===== src/rtl/memgame_pkg.sv =====
// Shared constants and types for the memorization game display path:
// seven-segment glyphs (active-low, bit 6 = a ... bit 0 = g) and the display mode.
package memgame_pkg;

  localparam logic [6:0] GLYPH_0 = 7'b0000001;
  localparam logic [6:0] GLYPH_1 = 7'b1001111;
  localparam logic [6:0] GLYPH_2 = 7'b0010010;
  localparam logic [6:0] GLYPH_3 = 7'b0000110;
  localparam logic [6:0] GLYPH_4 = 7'b1001100;
  localparam logic [6:0] GLYPH_5 = 7'b0100100;
  localparam logic [6:0] GLYPH_6 = 7'b0100000;
  localparam logic [6:0] GLYPH_7 = 7'b0001111;
  localparam logic [6:0] GLYPH_8 = 7'b0000000;
  localparam logic [6:0] GLYPH_9 = 7'b0000100;
  localparam logic [6:0] GLYPH_A = 7'b0001000;
  localparam logic [6:0] GLYPH_B = 7'b1100000;
  localparam logic [6:0] GLYPH_C = 7'b0110001;
  localparam logic [6:0] GLYPH_D = 7'b1000010;
  localparam logic [6:0] GLYPH_E = 7'b0110000;
  localparam logic [6:0] GLYPH_F = 7'b0111000;

  localparam logic [6:0] LETTER_P = 7'b0011000;
  localparam logic [6:0] LETTER_A = 7'b0001000;
  localparam logic [6:0] LETTER_S = 7'b0100100;
  localparam logic [6:0] LETTER_F = 7'b0111000;
  localparam logic [6:0] LETTER_I = 7'b1001111;
  localparam logic [6:0] LETTER_L = 7'b1110001;

  localparam logic [6:0] SEG_BLANK  = 7'b1111111;
  localparam logic [3:0] ANODE_NONE = 4'b1111;

  typedef enum logic [1:0] {
    SHOW_TARGET,
    SHOW_RESULT,
    SHOW_ENTRY
  } mode_t;

  // Map one hex nibble to its seven-segment glyph.
  function automatic logic [6:0] hexGlyph(input logic [3:0] nibble);
    logic [6:0] glyph;
    case (nibble)
      4'h0: glyph = GLYPH_0;
      4'h1: glyph = GLYPH_1;
      4'h2: glyph = GLYPH_2;
      4'h3: glyph = GLYPH_3;
      4'h4: glyph = GLYPH_4;
      4'h5: glyph = GLYPH_5;
      4'h6: glyph = GLYPH_6;
      4'h7: glyph = GLYPH_7;
      4'h8: glyph = GLYPH_8;
      4'h9: glyph = GLYPH_9;
      4'hA: glyph = GLYPH_A;
      4'hB: glyph = GLYPH_B;
      4'hC: glyph = GLYPH_C;
      4'hD: glyph = GLYPH_D;
      4'hE: glyph = GLYPH_E;
      default: glyph = GLYPH_F;
    endcase
    return glyph;
  endfunction

endpackage


===== src/rtl/memgame_tickgen.sv =====
// Timing source for the display: a digit-refresh strobe and a slow blink phase,
// both derived from the single system clock.
module memgame_tickgen #(
  parameter int REFRESH_DIV = 100_000,
  parameter int BLINK_DIV   = 25_000_000
) (
  input  logic clk,
  input  logic rst,
  output logic refreshTick,
  output logic blinkOn
);

  localparam int RW = (REFRESH_DIV > 1) ? $clog2(REFRESH_DIV) : 1;
  localparam int BW = (BLINK_DIV > 1) ? $clog2(BLINK_DIV) : 1;
  localparam logic [RW-1:0] REFRESH_MAX = RW'(REFRESH_DIV - 1);
  localparam logic [BW-1:0] BLINK_MAX   = BW'(BLINK_DIV - 1);

  logic [RW-1:0] r_refreshCnt;
  logic [BW-1:0] r_blinkCnt;
  logic          r_blinkOn;
  logic          w_refreshWrap;
  logic          w_blinkWrap;

  assign w_refreshWrap = (r_refreshCnt == REFRESH_MAX);
  assign w_blinkWrap   = (r_blinkCnt == BLINK_MAX);
  assign refreshTick   = w_refreshWrap;
  assign blinkOn       = r_blinkOn;

  // Free-running refresh and blink counters; blink phase starts "on" and flips at each blink wrap.
  always_ff @(posedge clk) begin
    if (rst) begin
      r_refreshCnt <= '0;
      r_blinkCnt   <= '0;
      r_blinkOn    <= 1'b1;
    end else begin
      r_refreshCnt <= w_refreshWrap ? '0 : r_refreshCnt + 1'b1;
      r_blinkCnt   <= w_blinkWrap ? '0 : r_blinkCnt + 1'b1;
      if (w_blinkWrap) begin
        r_blinkOn <= ~r_blinkOn;
      end
    end
  end

endmodule


===== src/rtl/memgame_enter_display.sv =====
// Enter-phase display driver: compares entry against target, picks what to show
// (target, live entry or blinking PASS/FAIL) and scans it onto a 4-digit display.
module memgame_enter_display
  import memgame_pkg::*;
#(
  parameter int REFRESH_DIV = 100_000,
  parameter int BLINK_DIV   = 25_000_000
) (
  input  logic        clk,
  input  logic        rst,
  input  logic        displayPhase,
  input  logic        inputReady,
  input  logic [15:0] randInt,
  input  logic [15:0] userInput,
  output logic        correct,
  output logic [3:0]  anodeActivate,
  output logic [6:0]  LED_out
);

  logic       w_refreshTick;
  logic       w_blinkOn;
  logic       w_correct;
  mode_t      w_mode;
  logic [3:0] w_targetNibble;
  logic [3:0] w_entryNibble;
  logic [6:0] w_letter;
  logic [6:0] w_segNext;
  logic [3:0] w_anodeNext;
  logic [1:0] r_digitSel;
  logic [3:0] r_anode;
  logic [6:0] r_led;

  memgame_tickgen #(
    .REFRESH_DIV(REFRESH_DIV),
    .BLINK_DIV  (BLINK_DIV)
  ) u_tickgen (
    .clk        (clk),
    .rst        (rst),
    .refreshTick(w_refreshTick),
    .blinkOn    (w_blinkOn)
  );

  assign w_correct     = (userInput == randInt);
  assign correct       = w_correct;
  assign w_anodeNext   = ~(4'b1000 >> r_digitSel);
  assign anodeActivate = r_anode;
  assign LED_out       = r_led;

  // Mode priority: showing the target wins, then the verdict, otherwise the live entry.
  always_comb begin
    w_mode = SHOW_ENTRY;
    if (displayPhase) begin
      w_mode = SHOW_TARGET;
    end else if (inputReady) begin
      w_mode = SHOW_RESULT;
    end
  end

  // Pick the nibble and verdict letter for the current slot; slot 0 is the leftmost digit.
  always_comb begin
    w_targetNibble = randInt[15:12];
    w_entryNibble  = userInput[15:12];
    w_letter       = w_correct ? LETTER_P : LETTER_F;
    case (r_digitSel)
      2'd0: begin
        w_targetNibble = randInt[15:12];
        w_entryNibble  = userInput[15:12];
        w_letter       = w_correct ? LETTER_P : LETTER_F;
      end
      2'd1: begin
        w_targetNibble = randInt[11:8];
        w_entryNibble  = userInput[11:8];
        w_letter       = LETTER_A;
      end
      2'd2: begin
        w_targetNibble = randInt[7:4];
        w_entryNibble  = userInput[7:4];
        w_letter       = w_correct ? LETTER_S : LETTER_I;
      end
      default: begin
        w_targetNibble = randInt[3:0];
        w_entryNibble  = userInput[3:0];
        w_letter       = w_correct ? LETTER_S : LETTER_L;
      end
    endcase
  end

  // Segment pattern for the current slot; the verdict goes dark during the off half of the blink.
  always_comb begin
    w_segNext = SEG_BLANK;
    case (w_mode)
      SHOW_TARGET: w_segNext = hexGlyph(w_targetNibble);
      SHOW_RESULT: w_segNext = w_blinkOn ? w_letter : SEG_BLANK;
      default:     w_segNext = hexGlyph(w_entryNibble);
    endcase
  end

  // Digit scan advances on each refresh strobe; anode and segment pins are registered to avoid glitches.
  always_ff @(posedge clk) begin
    if (rst) begin
      r_digitSel <= 2'd0;
      r_anode    <= ANODE_NONE;
      r_led      <= SEG_BLANK;
    end else begin
      if (w_refreshTick) begin
        r_digitSel <= r_digitSel + 2'd1;
      end
      r_anode <= w_anodeNext;
      r_led   <= w_segNext;
    end
  end

endmodule


===== config.mk =====
export PLATFORM = sky130hd
export DESIGN_NAME = memgame_enter_display
export DESIGN_NICKNAME = d
export VERILOG_FILES = /design/src/rtl/memgame_pkg.sv /design/src/rtl/memgame_tickgen.sv /design/src/rtl/memgame_enter_display.sv
export SDC_FILE = /design/constraint.sdc
export NUM_CORES = 1
export LEC_CHECK = 0
export BUFFER_PORTS_ARGS = -buffer_cell sky130_fd_sc_hd__clkbuf_2
export CAP_MARGIN = 5
export CORE_ASPECT_RATIO = 1.4
export CORE_UTILIZATION = 52
export CTS_CLUSTER_SIZE = 10
export DETAILED_ROUTE_END_ITERATION = 12
export PLACE_DENSITY = 0.8
export SLEW_MARGIN = 25
export SYNTH_ARGS = -nofsm -noshare
export SYNTH_HDL_FRONTEND = slang
export SYNTH_SLANG_ARGS = --single-unit

===== constraint.sdc =====
create_clock -name clk -period 3.35 [get_ports clk]
set_clock_uncertainty 0.1 [all_clocks]
set_input_delay 0.67 -clock clk [delete_from_list [all_inputs] [get_ports clk]]
set_output_delay 0.67 -clock clk [all_outputs]
set_load 0.005 [all_outputs]

==> metrics, run 1 <==
status=completed; hold depth=1; slowest stage cell on the critical path=o21ai_0; remaining global-route overflow=0; clock-pin slew on the worst setup and hold paths=0.10 ns; Starting Density=0.537; CTS resizes=0; CTS root buffer=clkbuf_8; DRT iter0 DRCs=185; DRC viols=0; Final Cycle Share=0.893; DP HPWL=5.52 mm; crit path max fanout=11; H-tree levels=2; maximum vdd ir drop=171 uV; setup TNS=0 ns; Final Hold Viols=0; wire length per cell=14.1 um; row cnt=34; Period minus WS final=2.99 ns; Synth area leader=dfxtp_1; hold buffers post-CTS=0; Crit path arrival time=3.07 ns; layout cell share with drive strength beyond 1=0.158; I/O Buffers=47; slowest cell delay on critical path=0.67 ns; Synth Area in XOR/XNOR=0.150; drt total wl=7.19 mm; Filler Cell Count=590; Clk Latency, worst-skew pair=0.31 ns; worst-case reg-to-reg path depth=8; pre-CTS WS=0.453 ns; first-pass GRT wire length=11.8 mm; most common cell in the synthesized netlist=nor2_1; core box area=6210 sq um; vias per cell=5.73; main combinational cell family by area after synthesis=simple AND/OR/NAND/NOR gates; io pins=48; multi-input logic area=2050 sq um; FFs w/ async S/R, synth=0; synthesized instance count=396; CTS buffer count=5; ys flop type=dfxtp_1; synth cell count leaders=nor2_1, dfxtp_1, xnor2_1, nand2_1, nand3_1; clock sink total=56; Critical Path Source Type=flop; non-filler cells, final=509; CTS tree=yes; post-synthesis simple-gate area fraction=0.254; diodes inserted=0; vias in the first global route=2,702; RD Place Congestion=0.910; Post-CTS Setup Bufs=0; area of the mapped netlist=3340 sq um; routed vias=2,918; post-synthesis compound-gate area fraction=0.107; f_max=334 MHz; yosys warns=0; Finish-stage setup viols=0; Yosys reg bits=56; maximum clock path buffer count=2; Post-Synth Adder-Cell Area=0.0750; Slew HR=0.503; Synth top area share=0.336; Die Wd=69.7 um; kind of critical path=flop to flop; Critical Path End Type=flop; fin worst setup slack=0.357 ns; P_leak=1.49 nW; multiplexer area fraction after synthesis=0.0300; router iterations before antenna repair=7; max cap viols=0; Syn Nets=452; Area Overhead vs Synth=9.98%; Post-synth EDFFs=0; RSZ-0062 raised after global routing=false; initial antenna violation count=0; max-slew violations=0; DIE AREA=6740 sq um; sequential share of the synthesized area=0.336; library cells used by synthesis=53; total area of sequential cells=1120 sq um; PwrDens=334 nW/um^2; Post-Syn Area per Cell=8.42 sq um; nets=493; Tightest Pin Transition=0.737 ns; CP Data Required Time=3.43 ns; largest net degree at the start of global routing=26; Die Y=96.8 um; post-route ant nets=0; final design utilization=0.591; total track usage=0.212; top post-synthesis cells by area=dfxtp_1, xnor2_1, ha_1; Placed Instances=502; Worst Hold Class=flop to flop; critical path cell sequence=ha_1, inv_1, o21ai_0, inv_1, ha_1, and3_1, a221oi_1, o221ai_1
[power by group]
| group | internal, W | total, W | leakage [nW] | switching, W |
|---|---|---|---|---|
| Combinational | 0.0000735 | 0.000169 | 0.994 | 0.0000955 |
| Sequential | 0.000679 | 0.000689 | 0.455 | 0.00000933 |
| Clock | 0.000147 | 0.000366 | 0.0417 | 0.000219 |
| Total | 0.000900 | 0.00122 | 1.49 | 0.000324 |
[sequential cells by signal, summed over array words and instances, names as in the netlist]
signal	cells
u_tickgen.r_blinkCnt	25
u_tickgen.r_refreshCnt	17
LED_out	7
anodeActivate	4
r_digitSel	2
u_tickgen.blinkOn	1
[cells in the final DEF (no fill, tap or decap), types with 2 or more instances in the layout]
master    synthesis  layout
a222oi_1          4       4
nor3_1            8       8
or2_2             4       4
xor2_1           23      23
o211ai_1          3       3
nand2_1          28      28
dfxtp_1          56      56
a31oi_1           4       4
nor4_1            2       2
clkbuf_8          0       5
and4_1            3       3
nand3_1          24      24
xnor2_1          34      34
nor2b_1           2       2
o22ai_1           3       3
a22oi_1           4       4
inv_1            19      19
clkbuf_2          0      47
mux2_1            2       2
mux2i_1           3       3
nor2_1           61      61
nand4_1          12      12
and2_1            3       3
buf_4             1       2
nand2b_1          8       8
a21oi_1          13      13
o21ai_0           5       5
ha_1             20      20
and3_1           10      10
[per-layer routing]
layer / track usage / routed length [um] / vias up
li1: - / - / 1437
met1: 0.245 / 2990 / 1362
met2: 0.379 / 3710 / 93
met3: 0.0323 / 284 / 26
met4: 0.0938 / 210 / 0
met5: 0 / 0 / -
[worst max-delay path, delay by kind of cell, from the launching register on]
family | cells | cell delay [ns]
AO/OA/AOI/OAI | 3 | 1.07
adder cells (fa/ha/maj) | 2 | 0.64
buffers and inverters | 2 | 0.47
flip-flops | 1 | 0.44
AND/OR/NAND/NOR | 1 | 0.14
[through the flow]
step | power, W | cell area [sq um] | hold WS, ns
floorplan | 0.000809 | 3340 | 0.337
detailed placement | 0.000871 | 3590 | 0.359
finish | 0.00122 | 3670 | 0.376
global placement | 0.000868 | 3590 | 0.352
global route | 0.00127 | 3670 | 0.431
CTS | 0.00123 | 3670 | 0.383
[logic make-up after synthesis]
kind of cell | count (synthesis)
AO/OA/AOI/OAI | 50
adder cells (fa/ha/maj) | 20
AND/OR/NAND/NOR | 171
buffers and inverters | 34
flip-flops | 56
multiplexers | 8
XOR/XNOR | 57
[worst paths after layout]
kind,start,endpoint,slack (ns)
setup / recovery,r_digitSel[0],LED_out[6],0.36
hold / removal,u_tickgen.r_blinkCnt[0],u_tickgen.r_blinkCnt[0],0.38
setup reg to reg,r_digitSel[0],LED_out[6],0.36
hold reg to reg,u_tickgen.r_blinkCnt[0],u_tickgen.r_blinkCnt[0],0.38
[layout make-up]
| type | instances | share of cell area |
|---|---|---|
| repair buffers | 49 | 0.0682 |
| multi-input cells | 306 | 0.560 |
| inverters | 19 | 0.0194 |
| well taps | 72 | 0.0246 |
| clock buffers | 6 | 0.0198 |
| flip-flops and latches | 56 | 0.306 |
| clock inverters | 1 | 0.00239 |
Note: power is estimated with default switching activity, not from simulation.
==> inputs of run 2 (changes only) <==
- clock period: 3.35 -> 3.8 ns (I/O delays scaled with it)
==> run 2 against run 1 <==
Effect of this change:
- register-to-register slack better by 0.35 ns
- utilization up 0.22 points
- first-iteration DRC count down 18%
- via count down 0.79%
- setup slack better by 0.35 ns
- die area unchanged
- highest routed layer unchanged
- non-clock buffer count unchanged
- critical path depth unchanged
- sequential share of layout area down 0.11 points
- hold slack better by 0.021 ns
==> metrics, run 2 (synthesis results as in run 1) <==
Finish-stage setup viols=0; Crit path arrival time=3.17 ns; CP startpoint=r_digitSel[0]; worst-case reg-to-reg path depth=8; status=completed; Filler Cell Count=546; row cnt=34; worst path buffer plus inverter count=2; max-slew violations=0; Clk Latency, worst-skew pair=0.32 ns; Final Cycle Share=0.813; layout cell share with drive strength beyond 1=0.162; crit-path leading delay family=compound AO/OA/AOI/OAI gates; maximum clock path buffer count=2; core box area=6210 sq um; critical path depth=8; Reg with most FFs=u_tickgen.r_blinkCnt; vias per cell=5.68; Area Overhead vs Synth=10.4%; post-route ant nets=0; DIE AREA=6740 sq um; RD Place Congestion=0.946; initial antenna violation count=0; CTS root buffer=clkbuf_8; PwrDens=298 nW/um^2; wire length per cell=13.6 um; Slew HR=0.526; worst reg2reg path startpoint=r_digitSel[0]; total area of sequential cells=1120 sq um; total track usage=0.215; most common cell after layout, fill and taps aside=nor2_1; Starting Density=0.537; router iterations before antenna repair=6; nets=493; hold buffers post-CTS=0; setup TNS=0 ns; multi-input logic area=2050 sq um; diodes inserted=0; CTS tree=yes; largest net degree at the start of global routing=26; drt total wl=6.92 mm; Critical Path Source Type=flop; maximum vdd ir drop=156 uV; routed vias=2,895; remaining global-route overflow=0; CTS buffer count=5; Placed Instances=502; f_max=323 MHz; slowest cell delay on critical path=0.64 ns; RSZ-0062 raised after global routing=false; Period minus WS final=3.09 ns; CP Data Required Time=3.88 ns; Critical Path End Type=flop; clock-pin slew on the worst setup and hold paths=0.11 ns; crit path max fanout=11; Final Hold Viols=0; P_leak=1.49 nW; Die Wd=69.7 um; io pins=48; max cap viols=0; first-pass GRT wire length=12.1 mm; clock sink total=56; Die Y=96.8 um; Post-CTS Setup Bufs=0; H-tree levels=2; non-filler cells, final=510; slowest stage cell on the critical path=o21ai_0; most frequent cells in the layout=nor2_1, dfxtp_1, clkbuf_2; I/O Buffers=47; Tightest Pin Transition=0.703 ns; reg2reg setup slack=0.71 ns; DRT iter0 DRCs=151; Largest register FFs=25; Worst setup endpoint=LED_out[6]; kind of critical path=flop to flop; Worst Hold Class=flop to flop; DP HPWL=5.37 mm; DRC viols=0; critical path cell sequence=ha_1, inv_1, o21ai_0, inv_1, ha_1, and3_1, a221oi_1, o221ai_1; vias in the first global route=2,890; CTS resizes=0; RR Endpoint=LED_out[6]
-- run 2: cell count changes in the layout (fill, tap and decap cells not counted), sizes merged --
cell,previous run,this run
clkinvlp,0,2
clkbuf,53,52
-- run 2: routing by layer --
metal | wire [um] | track usage
met5 | 0 | 0
met2 | 3550 | 0.397
met4 | 195 | 0.0846
met3 | 245 | 0.0344
met1 | 2930 | 0.241
-- run 2: stage by stage --
step	power, W	instance area (sq um)	worst slack, ns	util	hold WS [ns]
floorplan	0.000713	3340	1.28	-	0.337
global placement	0.000764	3590	0.824	0.578	0.352
detailed placement	0.000767	3590	0.778	0.578	0.382
CTS	0.00111	3680	0.743	0.593	0.410
global route	0.00114	3680	0.575	0.593	0.430
finish	0.00110	3680	0.709	0.593	0.397
-- run 2: worst register-to-register path, stage by stage, from the launching register on --
cell and delay (ns):
dfxtp_1 0.44, ha_1 0.42, inv_1 0.29, o21ai_0 0.65, inv_1 0.18, ha_1 0.25
and3_1 0.15, a221oi_1 0.30, o221ai_1 0.18
-- run 2: how the worst min path moves through the flow --
stage                              start                   endpoint  cells after the start
2_1_floorplan    u_tickgen.r_blinkCnt[0]    u_tickgen.r_blinkCnt[0]                      1
3_3_place_gp     u_tickgen.r_blinkCnt[0]    u_tickgen.r_blinkCnt[0]                      1
3_5_place_dp     u_tickgen.r_blinkCnt[0]    u_tickgen.r_blinkCnt[0]                      1
4_1_cts          u_tickgen.r_blinkCnt[0]    u_tickgen.r_blinkCnt[0]                      1
5_1_grt        u_tickgen.r_refreshCnt[0]  u_tickgen.r_refreshCnt[0]                      1
6_report         u_tickgen.r_blinkCnt[0]    u_tickgen.r_blinkCnt[0]                      1
-- run 2: power by group --
| part | leakage [nW] | internal (W) | switching, W |
|---|---|---|---|
| logic | 0.994 | 0.0000648 | 0.0000818 |
| registers | 0.455 | 0.000599 | 0.00000803 |
| clock network | 0.0423 | 0.000135 | 0.000209 |
-- run 2: final cells by class --
cell class                      count  share of cell area
Sequential cell                    56               0.304
Clock buffer                        5              0.0187
Inverter                           19              0.0194
Tap cell                           72              0.0245
Clock inverter                      3             0.00714
Timing Repair Buffer               49              0.0680
Multi-Input combinational cell    306               0.558
